--- config.mk ---
export PLATFORM = sky130hd
export DESIGN_NAME = reg_file_sb
export DESIGN_NICKNAME = d
export VERILOG_FILES = /design/src/rtl/reg_file_sb.sv
export SDC_FILE = /design/constraint.sdc
export NUM_CORES = 2
export LEC_CHECK = 0
export ABC_AREA = 0
export BUFFER_PORTS_ARGS = -buffer_cell sky130_fd_sc_hd__buf_2
export CAP_MARGIN = 20
export CELL_PAD_IN_SITES_DETAIL_PLACEMENT = 1
export CELL_PAD_IN_SITES_GLOBAL_PLACEMENT = 1
export CORE_UTILIZATION = 49
export DETAILED_ROUTE_END_ITERATION = 10
export HOLD_SLACK_MARGIN = 0.12
export MAX_ROUTING_LAYER = met4
export PLACE_DENSITY = 0.75
export SYNTH_ARGS = -nofsm -noshare
export SYNTH_HDL_FRONTEND = slang
export SYNTH_SLANG_ARGS = --single-unit
--- constraint.sdc ---
create_clock -name clk -period 4.6 [get_ports clk]
set_input_delay 0.46 -clock clk [delete_from_list [all_inputs] [get_ports clk]]
set_output_delay 0.46 -clock clk [all_outputs]
set_load 0.01 [all_outputs]
--- src/rtl/reg_file_sb.sv ---
// Parametrised register file with hardwired-zero x0, write-to-read bypass and
// per-register pending-write (busy) scoreboard with flush.
module reg_file_sb #(
  parameter int unsigned XLEN = 32,
  parameter int unsigned AW   = 5,
  parameter int unsigned NRD  = 2
) (
  input  logic                clk,
  input  logic                rst,
  input  logic                RegWrite,
  input  logic [AW-1:0]       WriteAddr,
  input  logic [XLEN-1:0]     WriteData,
  input  logic                IssueValid,
  input  logic [AW-1:0]       IssueAddr,
  input  logic                Flush,
  input  logic [NRD*AW-1:0]   ReadAddr,
  output logic [NRD*XLEN-1:0] ReadData,
  output logic [NRD-1:0]      ReadBusy,
  output logic [AW:0]         BusyCount
);

  localparam int unsigned NREGS = 2 ** AW;

  logic [XLEN-1:0] regs_q [NREGS];
  logic [XLEN-1:0] regs_d [NREGS];
  logic [NREGS-1:0] busy_q, busy_d;
  logic [AW:0]      busy_count_q, busy_count_d;
  logic             wr_en;

  assign wr_en = RegWrite && (WriteAddr != '0);

  // Next state: array write, busy priority flush > issue > writeback, popcount.
  always_comb begin
    regs_d       = regs_q;
    busy_d       = busy_q;
    busy_count_d = '0;
    if (wr_en) regs_d[WriteAddr] = WriteData;
    for (int unsigned r = 1; r < NREGS; r++) begin
      if (Flush) begin
        busy_d[AW'(r)] = 1'b0;
      end else if (IssueValid && (IssueAddr == AW'(r))) begin
        busy_d[AW'(r)] = 1'b1;
      end else if (RegWrite && (WriteAddr == AW'(r))) begin
        busy_d[AW'(r)] = 1'b0;
      end
    end
    busy_d[0] = 1'b0;
    for (int unsigned r = 0; r < NREGS; r++) begin
      busy_count_d = busy_count_d + (AW + 1)'(busy_d[AW'(r)]);
    end
  end

  always_ff @(posedge clk or negedge rst) begin
    if (!rst) begin
      for (int unsigned r = 0; r < NREGS; r++) regs_q[r] <= '0;
      busy_q       <= '0;
      busy_count_q <= '0;
    end else begin
      regs_q       <= regs_d;
      busy_q       <= busy_d;
      busy_count_q <= busy_count_d;
    end
  end

  assign BusyCount = busy_count_q;

  // Read ports; bypass is gated by reset so reads stay zero while it is held.
  always_comb begin
    logic [AW-1:0] a;
    logic          hit;
    ReadData = '0;
    ReadBusy = '0;
    a        = '0;
    hit      = 1'b0;
    for (int unsigned i = 0; i < NRD; i++) begin
      a   = ReadAddr[i*AW +: AW];
      hit = rst && RegWrite && (WriteAddr == a);
      if (a == '0) begin
        ReadData[i*XLEN +: XLEN] = '0;
      end else if (hit) begin
        ReadData[i*XLEN +: XLEN] = WriteData;
      end else begin
        ReadData[i*XLEN +: XLEN] = regs_q[a];
      end
      ReadBusy[i] = busy_q[a] && !hit;
    end
  end

endmodule

==> impl_metrics.tcl <==
set metrics [dict create \
    ys_types 48 \
    period_minus_slack_ps 5029 \
    syn_nets 4155 \
    relSlewSlack_pct 19.54 \
    wl_per_cell_um 36.14 \
    sw_frac_of_total_pct 28.38 \
    die_area_um2 119100 \
    cp-start-kind "primary input" \
    endpoint_kind "flip-flop" \
    dpl_worst_slack_ps -1247 \
    avgViaCountPerCell 6.910 \
    grtUsageMet1_pct 46.82 \
    busiest_layer "met2" \
    htreeDepth 3 \
    grt_use_met3_pct 6.398 \
    min_to "busy_q[8]" \
    gp_congestion 0.8805 \
    hold_path_depth 5 \
    syn_inst 4068 \
    p_seq_share_pct 45.0 \
    grtUsageMet2_pct 54.85 \
    nets 4151 \
    avgSynthCellArea_um2 14.18 \
    regToRegStartpoint "busy_q[1]" \
    drtAntennaViolNets 0 \
    cts_inserted_buffers 112 \
    start_util_pct 49.51 \
    yosys_warnings 0 \
    power_w 0.02752 \
    clkPwrFrac_pct 34.3 \
    internal_power_w 0.01971 \
    fp.dieW_um 345.1 \
    ir_drop_v 0.0004172 \
    grt_max_degree 150 \
    row_count 125 \
    cap_violations 0 \
    final_max_slew_viol_count 0 \
    hpwl_um 119900 \
    switchingPower_w 0.007811 \
    track_usage_pct 35.79 \
    ys_ff_latch 1061 \
    path_class "in -> reg" \
    p_leak_nw 28.42 \
    clock_skew_ps 23.47 \
    syn-cell-area_um2 57690 \
    via_count 39364 \
    portBuffers 128 \
    hold_path_class "in -> reg" \
    worst_slack_ps -429.2 \
    arrival_ps 5660 \
    required_ps 5230 \
    clock_sinks 1061 \
    drive_gt1_share_pct 50.30 \
    area_delta_synth_final_pct 11.89 \
    cts_buffer_depth 3 \
    grt-ovfl-total 0 \
    firstDrtPassIters 6 \
    io_pins 129 \
    clock_latency_ps 740 \
    rsz0062_at_grt "yes" \
    yosysSeqAreaShare_pct 46.03 \
    root_buffer "clkbuf_16" \
    first_iter_violations 3936 \
    first_global_vias 41830 \
    antenna_found_initial 21 \
    hold_violations 0 \
    reg2reg_depth 17 \
    cts_tree "done" \
    clk_pin_slew_ps 60 \
    tightestPinTransition_ps 1201 \
    min_from "WriteAddr[1]" \
    period_share_pct 109.3 \
    crit_fanout 5 \
    status "finished, violations left" \
    r2r_end "BusyCount[4]" \
    grt_pass1_wl_um 301900 \
    violations "negative setup slack" \
    setup-violations-final 5 \
    fmax_mhz 198.8 \
    fillCellCount 10974 \
    p_per_area_nw_per_um2 426.4 \
    synth_edf_count 0 \
    synth_ff_type "dfrtp_1" \
    async_flop_share_pct 100.0 \
    pwr-share-comb_pct 20.7 \
    core_um2 116500 \
    die_h_um 345.1 \
    drc_errors 0 \
    wirelength_um 205900 \
    rrSetupSlack_ps -410 \
]
==> worst max-delay path: stages <==
cell and delay [ps]:
buf_12 110, buf_6 110, or3b_4 420, o21ai_1 190, a21o_1 180, fa_1 430
fa_2 590, fa_1 440, fa_1 500, fa_1 520, inv_2 40, fa_1 480
fa_2 400, inv_2 70, fa_2 210, inv_1 40, a21o_1 190, a21oi_2 130
xnor2_1 140
==> cell usage after synthesis, types with 42 or more instances <==
cell         n  area share (%)
mux2_2    1086              21
dfrtp_1   1061              46
mux4_2     395              15
mux2i_1    252             4.4
clkbuf_1   251             1.6
buf_2      128             1.1
a22oi_1    113             1.5
o22ai_1    112             1.2
nor2_1      77            0.50
nand2_1     68            0.44
buf_1       61            0.40
nor2b_1     48            0.52
a21oi_1     42            0.36
==> state kept, by name, indices dropped and copies added, names as in the netlist <==
register and cells:
busy_q 31, BusyCount 6, regs_q 1024
==> power by group through the flow <==
stage | logic [W] | registers, W | clock network [W]
floorplan | 0.00420 | 0.0120 | 0
global placement | 0.00545 | 0.0123 | 0
detailed placement | 0.00564 | 0.0125 | 0
CTS | 0.00570 | 0.0123 | 0.00950
global route | 0.00606 | 0.0126 | 0.00984
finish | 0.00571 | 0.0124 | 0.00943
==> cell families (layout without fill, tap and decap cells) <==
logic type               count (synthesis)  count (layout)  share of synthesized area, %
multiplexers                          1733            1733                         40.99
flip-flops                            1061            1061                         46.03
buffers and inverters                  494             583                         3.655
AO/OA/AOI/OAI                          466             466                         5.937
AND/OR/NAND/NOR                        271             271                         2.241
adder cells (fa/ha/maj)                 30              30                        0.9500
XOR/XNOR                                13              13                        0.1974
other                                    0              16                             0
==> cell type report <==
class | count | area, µm² | share of cell area (%)
Multi-Input combinational cell | 2513 | 29480 | 45.67
Sequential cell | 1061 | 26550 | 41.13
Clock buffer | 171 | 3284 | 5.088
Timing Repair Buffer | 339 | 2684 | 4.158
Tap cell | 1524 | 1907 | 2.954
Clock inverter | 36 | 466.7 | 0.7230
Inverter | 37 | 138.9 | 0.2152
Antenna cell | 16 | 40.04 | 0.06203
==> stage by stage <==
| step | area, µm² | cells | hold slack, ps | utilization [%] | TNS [ps] |
|---|---|---|---|---|---|
| floorplan | 57940 | 4068 | 164.4 | - | -3970 |
| CTS | 64370 | 5674 | 152.1 | 55.24 | -1521 |
| global route | 64550 | 5697 | 219.1 | 55.40 | -2045 |
| global placement | 60520 | 5460 | 378.7 | 51.94 | -5320 |
| detailed placement | 60520 | 5460 | 383.6 | 51.94 | -5903 |
| finish | 64550 | 5697 | 204.7 | 55.40 | -1389 |
==> layout by cell type, fill, tap and decap left out, drive strengths merged, types with 14 or more instances in the layout <==
master,n
o22ai,112
buf,336
a32o,38
a22oi,113
a2111oi,31
mux2,1086
dfrtp,1061
inv,39
nor3,26
a211oi,31
clkinv,23
o21ai,17
nor2,77
nand3,18
a21oi,42
nor2b,48
a211o,31
diode,16
a22o,26
a21o,14
clkbuf,173
nand2,68
mux4,395
fa,23
mux2i,252
==> how the worst max path moves through the flow <==
| stage | cells after the start | from | end | slack (ps) |
|---|---|---|---|---|
| after global placement | 20 | WriteAddr[1] | BusyCount[4] | -1090 |
| after detailed placement | 21 | IssueAddr[4] | BusyCount[4] | -1250 |
| final | 19 | WriteAddr[1] | BusyCount[4] | -430 |
| after CTS | 16 | busy_q[18] | BusyCount[4] | -450 |
| after global routing | 19 | WriteAddr[1] | BusyCount[4] | -590 |
| after floorplan | 21 | WriteAddr[4] | BusyCount[4] | -890 |
==> timing repair <==
item,4_1_cts,5_1_grt
resized for setup,12,28
buffers inserted,6,7
endpoints found under the setup margin,5,5
pin swaps,12,23
endpoints found under the hold margin,35,0
hold buffers,1,0
==> per-layer routing <==
metal | routed length, µm | vias up
li1 | - | 15585
met1 | 82360 | 21451
met2 | 98390 | 1783
met3 | 15100 | 545
met4 | 10010 | 0
met5 | 0 | -
Power figures use the tool's default switching activity.
